### src/rtl/adm_i2c_bus_monitor.sv
// I2C bus front end: 2-flop synchronizers, SCL edge strobes and START/STOP detection.
// Latency: strobes valid 2 clk after the bus changes, acted on by the next edge; no backpressure.
module adm_i2c_bus_monitor (
    input  logic clk,
    input  logic rst,
    input  logic i_scl,
    input  logic i_sda,
    output logic o_sda,
    output logic o_scl_rise,
    output logic o_scl_fall,
    output logic o_start,
    output logic o_stop
);

    // [0] and [1] are the synchronizer, [2] is the delayed copy used for edge detection
    logic [2:0] r_scl_sh;
    logic [2:0] r_sda_sh;
    logic       w_scl_high;

    always_ff @(posedge clk) begin
        if (rst) begin
            r_scl_sh <= 3'b111;
            r_sda_sh <= 3'b111;
        end else begin
            r_scl_sh <= {r_scl_sh[1:0], i_scl};
            r_sda_sh <= {r_sda_sh[1:0], i_sda};
        end
    end

    assign w_scl_high = r_scl_sh[1] & r_scl_sh[2];

    assign o_sda      = r_sda_sh[1];
    assign o_scl_rise = r_scl_sh[1] & ~r_scl_sh[2];
    assign o_scl_fall = ~r_scl_sh[1] & r_scl_sh[2];
    assign o_start    = w_scl_high & r_sda_sh[2] & ~r_sda_sh[1];
    assign o_stop     = w_scl_high & ~r_sda_sh[2] & r_sda_sh[1];

endmodule

### config.mk
export PLATFORM = sky130hd
export DESIGN_NAME = adm_i2c_bus_monitor
export DESIGN_NICKNAME = d
export VERILOG_FILES = /design/src/rtl/adm_i2c_bus_monitor.sv
export SDC_FILE = /design/constraint.sdc
export NUM_CORES = 1
export LEC_CHECK = 0
export CAP_MARGIN = 30
export CORE_AREA = 2 2 39 41
export CTS_CLUSTER_DIAMETER = 80
export DETAILED_ROUTE_END_ITERATION = 12
export DIE_AREA = 0 0 41 43
export DONT_BUFFER_PORTS = 1
export PLACE_DENSITY = 0.31
export SKIP_LAST_GASP = 1
export SLEW_MARGIN = 20
export SYNTH_ARGS = -nofsm -noshare
export SYNTH_HDL_FRONTEND = slang
export SYNTH_SLANG_ARGS = --single-unit
export TNS_END_PERCENT = 10
### constraint.sdc
create_clock -name clk -period 1.02 [get_ports clk]
set_input_delay 0.102 -clock clk [delete_from_list [all_inputs] [get_ports clk]]
set_output_delay 0.102 -clock clk [all_outputs]
set_load 0.03 [all_outputs]
# After elaboration in Yosys (flattened, before gate mapping)
# Index checks and enable logic that the tools add are counted.
[word_totals] elab_cells=13 output_inout_bits=5 input_bits=4 register_bits=6
[op_classes] bitwise_logic=11
[op_table] operator="$and A1 B1 Y1" count=7
[op_table] operator="$not A1 Y1" count=4

# Logic depth before layout (Yosys ltp)
# Gate-level depths: netlist (run 1).
[logic_depth] word_depth=3 depth_mapped=1 ltp_nobuf=1

# Least setup slack after synthesis (run 1)
# OpenSTA, ideal clock, no wires.
[synth_timing] path_kind="reg2out" start="register r_sda_sh[1]" end="output port o_stop" path_buffers=0 required_time_ns=0.918 arrival_ns=0.927 stages_incl_launch_ff=2 slack_ns=-0.009 path_cell_list="dfxtp_1 > and4b_1"
[synth_between] elab_chain_len=1
[synth_rtl] element="from (decl)" line="17" text="logic [2:0] r_sda_sh;"
[synth_rtl] element="from (signal assigned)" line="26" text="r_sda_sh <= {r_sda_sh[1:0], i_sda};"
[synth_rtl] element="$and A1 B1 Y1" line="36" text="assign o_stop = w_scl_high & ~r_sda_sh[2] & r_sda_sh[1];"
[synth_rtl] element="to (decl)" line="12" text="output logic o_stop"
# No other way between the ends.

# Worst setup path in the final report (run 1)
[layout_timing] start="register r_sda_sh[1]" end="output port o_start"
[layout_between] elab_chain_len=2
[layout_rtl] element="$not A1 Y1" line="35" text="assign o_start = w_scl_high & r_sda_sh[2] & ~r_sda_sh[1];"
[layout_rtl] element="$and A1 B1 Y1" line="35"
[layout_rtl] element="to (decl)" line="11" text="output logic o_start,"
# No other way between the ends.

==> metrics.md, run 1 <==
| Metric | Value |
|---|---|
| Outcome | `finished, violations left` |
| Failing checks | `setup timing` |
| CTS max path bufs | `2` |
| N_diodes | `0` |
| CTS tree | `done` |
| Initial Util | `0.1374` |
| R2R cell count | `1` |
| YS warnings | `0` |
| # port buffers | `0` |
| Fillers | `138` |
| Critical Path AT | `0.95 ns` |
| Main synth FF type | `dfxtp_1` |
| Die W | `between 40 and 50 um` |
| Crit share post-route | `1.028` |
| PwrDens | `1654 mW/mm^2` |
| Max-slew headroom | `0.8773` |
| Clk pwr share | `0.408` |
| MaxCap Viol Count | `0` |
| Synth top area cells | `dfxtp_1, or2_1, and4b_1, nor2b_1` |
| Gate power share | `0.089` |
| CP Cell Sequence | `and4b_1 > buf_6` |
| Fmax | `around 0.95 GHz` |
| Pwr Total | `0.4987 mW` |
| Htree depth | `1` |
| IO Pins | `9` |
| Largest net degree at the start of global routing | `7` |
| Share of power burned in registers | `0.502` |
| Lkg Pwr | `~0.12 nW` |
| Max FO, Critical Path | `4` |
| Critical path buffers and inverters | `1` |
| CP required | `0.92 ns` |
| Crit. Startpoint | `r_sda_sh[1]` |
| FP Rows | `14` |
| Antenna viol nets, final | `0` |
| Post-DP Area | `241.5 um^2` |
| DR WL/cell | `6.500 um` |
| Synthesized area | `between 150 and 200 um^2` |
| Crit Reg-Reg Startpoint | `r_scl_sh[1]` |
| VDD IR max | `0.7416 mV` |
| Layout area overhead | `58.55%` |
| Switching pwr | `0.09769 mW` |
| Crit. End Element | `output port` |
| R2R Setup Slk | `0.37 ns` |
| Hold EP | `r_scl_sh[1]` |
| Worst hold stages | `1` |
| Core Box Area | `0.001384 mm^2` |
| Slew @ Worst Pin | `~0.18 ns` |
| Worst r2r dst | `r_scl_sh[2]` |
| Post-synth EDFFs | `0` |
| Crit Path Class | `reg -> out` |
| Initial antenna violation count | `0` |
| Nets | `32` |
| CP max stage delay | `roughly 0.32 ns` |
| GRT overflow | `0` |
| FFs w/ async S/R, synth | `0` |
| RSZ-0062 raised after global routing | `true` |
| First-pass GRT wire length | `441 um` |
| All-Layer GR Usage | `0.04733` |
| Vias per Instance | `roughly 3.2` |
| Post-synth top cells | `dfxtp_1, or2_1, and4b_1, nor2b_1` |
| Die Ht | `about 43 um` |
| Worst-Skew Late Latency | `0.23 ns` |
| Worst Skew | `~0.000036 ns` |
| Post-synthesis cell type count | `4` |
| GPL Wtd Cong | `just over 0.5` |
| Vias in the first global route | `114` |
| Sink Count | `6` |
| Layout cell share with drive strength beyond 1 | `0.4231` |
| Family with the most delay on the worst path | `flip-flops` |
| DRC Markers | `0` |
| PnR worst setup slack | `-0.02829 ns` |
| Synth area leader | `dfxtp_1` |
| Number of CTS-inserted buffers | `3` |
| Seq/Total Area, Yosys | `0.6316` |
| Post-synthesis net count | `20` |
| Tmin final | `1.048 ns` |
| Final non-filler cell area | `about 300 um^2` |
| Die area | `approximately 0.0018 mm^2` |
| Fin. Hold Viols | `0` |
| Post-CTS setup buffers | `0` |
| Worst hold-check path type | `reg -> reg` |
| Post-place setup slack | `between 0.15 and 0.2 ns` |
| CTS root buf | `clkbuf_4` |
| Final setup vio count | `2` |
| Vias | `approximately 130` |
| Detailed Routing Iterations Pass 1 | `2` |
| Cells after Synth | `16` |
| Hold_sp | `r_scl_sh[0]` |
| Crit-path slowest cell | `dfxtp_2` |
| Total wire length | `273 um` |
| Clk slew on worst S/H paths | `0.04 ns` |
| Top cell type's share of synthesized area | `0.6316` |
| Type of origin of the critical path | `flop` |
| Seq cells post-synth | `6` |
| Internal | `between 0.4 and 0.5 mW` |
| Max-slew violations | `0` |
| Switching Share | `0.1959` |
| Avg Inst Size Synth | `11.89 um^2` |
| Iteration-0 DRC Markers | `1` |
## kinds of logic after synthesis
| kind of cell | share of synthesized area |
|---|---|
| AND/OR/NAND/NOR | 0.3684 |
| flip-flops | 0.6316 |
## how the worst max path moves through the flow
stage	to	cells after the start
3_5_place_dp	o_start	2
4_1_cts	o_start	2
5_1_grt	o_start	2
3_3_place_gp	o_start	2
2_1_floorplan	o_stop	1
6_report	o_start	2
## power by group through the flow
stage | clock (mW) | sequential, mW | combinational [mW]
floorplan | 0 | 0.256 | 0.0204
CTS | 0.219 | 0.250 | 0.0448
finish | 0.204 | 0.251 | 0.0446
detailed placement | 0 | 0.254 | 0.0330
global placement | 0 | 0.253 | 0.0327
global route | 0.244 | 0.251 | 0.0476
## per-layer routing
layer	up-vias	global-route usage	part of all wire
li1	74	-	-
met1	50	0.04221	0.53
met2	9	0.04063	0.31
met3	0	0.06283	0.16
met4	0	0.06000	0
met5	-	0	0
## cell usage in the layout (no fill, tap or decap)
cell type / netlist / final
and4b_1: 2 / 1
and4b_2: 0 / 1
buf_4: 0 / 3
buf_6: 0 / 1
clkbuf_4: 0 / 3
dfxtp_1: 6 / 3
dfxtp_2: 0 / 3
dlygate4sd3_1: 0 / 3
nor2b_1: 2 / 2
or2_1: 6 / 6
## sequential cells by signal, summed over array words and instances, names as in the netlist
register  cells
r_scl_sh      3
r_sda_sh      3
## through the flow
step / hold WS [ns] / setup TNS (ns) / std cells / utilization
after detailed placement: 0.2023 / 0 / 36 / 0.1745
final: 0.3986 / -0.02858 / 42 / 0.2179
after global placement: 0.1998 / 0 / 36 / 0.1745
after floorplan: 0.1991 / 0 / 16 / -
after global routing: 0.4133 / -0.1533 / 42 / 0.2179
after CTS: 0.4014 / -0.07076 / 42 / 0.2170
## final cells by class
type / count / area, um^2 / area share
clock buffer: 3 / 22.52 / 0.07469
multi-input combinational: 10 / 71.32 / 0.2365
sequential: 6 / 123.9 / 0.4108
tap: 16 / 20.02 / 0.06639
timing repair buffer: 7 / 63.81 / 0.2116
## what timing repair did
item                                    4_1_cts  5_1_grt
hold endpoints to repair                      6        0
hold buffers                                  3        0
gates resized for setup                       3        1
pin swaps                                     0        1
endpoints found under the setup margin        2        4
Power figures use the tool's default switching activity.
==> run 2: changes to the inputs <==
--- a/config.mk
+++ b/config.mk
@@ -6,12 +6,14 @@
 export NUM_CORES = 1
 export LEC_CHECK = 0
 export CAP_MARGIN = 30
+export CELL_PAD_IN_SITES_DETAIL_PLACEMENT = 1
+export CELL_PAD_IN_SITES_GLOBAL_PLACEMENT = 1
 export CORE_AREA = 2 2 39 41
 export CTS_CLUSTER_DIAMETER = 80
 export DETAILED_ROUTE_END_ITERATION = 12
 export DIE_AREA = 0 0 41 43
 export DONT_BUFFER_PORTS = 1
-export PLACE_DENSITY = 0.31
+export PLACE_DENSITY = 0.36
 export SKIP_LAST_GASP = 1
 export SLEW_MARGIN = 20
 export SYNTH_ARGS = -nofsm -noshare
==> run 2 against run 1 <==
  * The run still ends with setup timing left
  * Clock skew about the same
  * Sequential power about the same
  * Worst setup slack got worse by 0.0016 ns
  * Utilization unchanged
  * Sequential share of layout area unchanged
  * Via count increased by 14%
  * Sequential cell count unchanged
==> metrics.md, run 2 (synthesis gave the netlist of run 1 again) <==
| Metric | Value |
|---|---|
| Outcome | `finished, violations left (unchanged)` |
| Failing checks | `setup timing (unchanged)` |
| Vias in the first global route | `166 (was 114)` |
| Tmin final | `1.050 ns (was 1.048 ns)` |
| Initial antenna violation count | `0 (unchanged)` |
| Total wire length | `348 um (was 273 um)` |
| Vias | `151 (was 133)` |
| CTS max path bufs | `2 (unchanged)` |
| Post-place setup slack | `0.1839 ns (was 0.1989 ns)` |
| Largest net degree at the start of global routing | `7 (unchanged)` |
| Setup TNS | `-0.03975 ns (was -0.02858 ns)` |
| R2R Setup Slk | `0.21 ns (was 0.37 ns)` |
| GRT overflow | `0 (unchanged)` |
| Worst hold-check path type | `reg -> reg (unchanged)` |
| FP Rows | `14 (unchanged)` |
| Top Registers | `r_scl_sh x3, r_sda_sh x3 (unchanged)` |
| Detailed Routing Iterations Pass 1 | `4 (was 2)` |
| Final setup vio count | `2 (unchanged)` |
| Crit. Startpoint | `r_sda_sh[1] (unchanged)` |
| DR WL/cell | `8.286 um (was 6.500 um)` |
| CTS root buf | `clkbuf_4 (unchanged)` |
| Die W | `41 um (unchanged)` |
| First-pass GRT wire length | `593 um (was 441 um)` |
| PwrDens | `1683 mW/mm^2 (was 1654 mW/mm^2)` |
| Die Ht | `43 um (unchanged)` |
| Slew @ Worst Pin | `0.1855 ns (was 0.1845 ns)` |
| CP required | `0.92 ns (about the same)` |
| VDD IR max | `0.4508 mV (was 0.7416 mV)` |
| Initial Util | `0.1374 (unchanged)` |
| Max-slew headroom | `0.8767 (was 0.8773)` |
| Layout cell share with drive strength beyond 1 | `0.4231 (unchanged)` |
| N_diodes | `0 (unchanged)` |
| Crit Reg-Reg Startpoint | `r_sda_sh[1] (was r_scl_sh[1])` |
| Post-CTS setup buffers | `0 (unchanged)` |
| Worst Skew | `0.00004291 ns (was 0.00003555 ns)` |
| Lkg Pwr | `0.1206 nW (about the same)` |
| R2R cell count | `2 (was 1)` |
| Crit share post-route | `1.029 (was 1.028)` |
| Max FO, Critical Path | `3 (was 4)` |
| PnR worst setup slack | `-0.02994 ns (was -0.02829 ns)` |
| CTS tree | `done (unchanged)` |
| Clk slew on worst S/H paths | `0.04 ns (about the same)` |
| Critical Path AT | `0.95 ns (about the same)` |
| Iteration-0 DRC Markers | `12 (was 1)` |
| Fillers | `160 (was 138)` |
| Sink Count | `6 (unchanged)` |
| Worst hold stages | `1 (unchanged)` |
| DRC Markers | `0 (unchanged)` |
| Commonest non-fill, non-tap cell in the layout | `or2_1 (unchanged)` |
| RSZ-0062 raised after global routing | `true (unchanged)` |
| All-Layer GR Usage | `0.05611 (was 0.04733)` |
| GPL Wtd Cong | `0.5179 (was 0.5175)` |
| Core Box Area | `0.001384 mm^2 (unchanged)` |
| Htree depth | `1 (unchanged)` |
| Nets | `32 (unchanged)` |
| Die area | `0.001763 mm^2 (unchanged)` |
| Worst-Skew Late Latency | `0.24 ns (was 0.23 ns)` |
| MaxCap Viol Count | `0 (unchanged)` |
| Worst r2r dst | `r_sda_sh[2] (was r_scl_sh[2])` |
| Layout area overhead | `58.55% (unchanged)` |
| IO Pins | `9 (unchanged)` |
| Pwr Total | `0.5075 mW (was 0.4987 mW)` |
| Crit path to | `o_start (unchanged)` |
| Vias per Instance | `3.595 (was 3.167)` |
| Antenna viol nets, final | `0 (unchanged)` |
| # port buffers | `0 (unchanged)` |
| Number of CTS-inserted buffers | `3 (unchanged)` |
| Crit Path Class | `reg -> out (unchanged)` |
| Type of origin of the critical path | `flop (unchanged)` |
| Max-slew violations | `0 (unchanged)` |
| Fmax | `0.9524 GHz (was 0.9539 GHz)` |
| Fin. Hold Viols | `0 (unchanged)` |
| Crit. End Element | `output port (unchanged)` |
| Final Util | `0.2179 (unchanged)` |
[run 2: where the power goes]
part / switching, mW / internal [mW]
clock: 0.0792 / 0.133
combinational: 0.0221 / 0.0229
sequential: 0.00475 / 0.246
[run 2: worst min path at each step]
stage | endpoint | from | slack, ns
floorplan | r_scl_sh[0] | i_scl | 0.20
detailed placement | r_scl_sh[2] | rst | 0.21
global route | r_scl_sh[1] | r_scl_sh[0] | 0.41
global placement | r_scl_sh[2] | rst | 0.20
finish | r_scl_sh[1] | r_scl_sh[0] | 0.40
CTS | r_scl_sh[1] | r_scl_sh[0] | 0.41
[run 2: critical path, cell delays in order (launching register included)]
cell     delay [ns]
dfxtp_2        0.32
and4b_1        0.26
buf_6          0.13
[run 2: what timing repair did]
| action | CTS | global route |
|---|---|---|
| hold buffers | 3 | 0 |
| endpoints found under the setup margin | 4 | 4 |
| endpoints found under the hold margin | 6 | 0 |
| gates resized for setup | 3 | 1 |
| pin swaps | 0 | 1 |
[run 2: per-stage QoR]
step                cells  hold WS (ns)  instance area [um^2]
floorplan              16        0.1991                 191.4
global placement       36        0.2011                 241.5
detailed placement     36        0.2052                 241.5
CTS                    42        0.4066                 300.3
global route           42        0.4139                 301.5
finish                 42        0.4041                 301.5
[run 2: routing by layer]
layer / GRT usage / part of all wire
met5: 0 / 0
met4: 0.08000 / 0
met3: 0.03141 / 0.078
met1: 0.04473 / 0.45
met2: 0.07500 / 0.47
[run 2: area by class of cell]
cell class / instances / area, um^2 / area share
Timing Repair Buffer: 7 / 63.81 / 0.2116
Multi-Input combinational cell: 10 / 71.32 / 0.2365
Tap cell: 16 / 20.02 / 0.06639
Clock buffer: 3 / 22.52 / 0.07469
Sequential cell: 6 / 123.9 / 0.4108
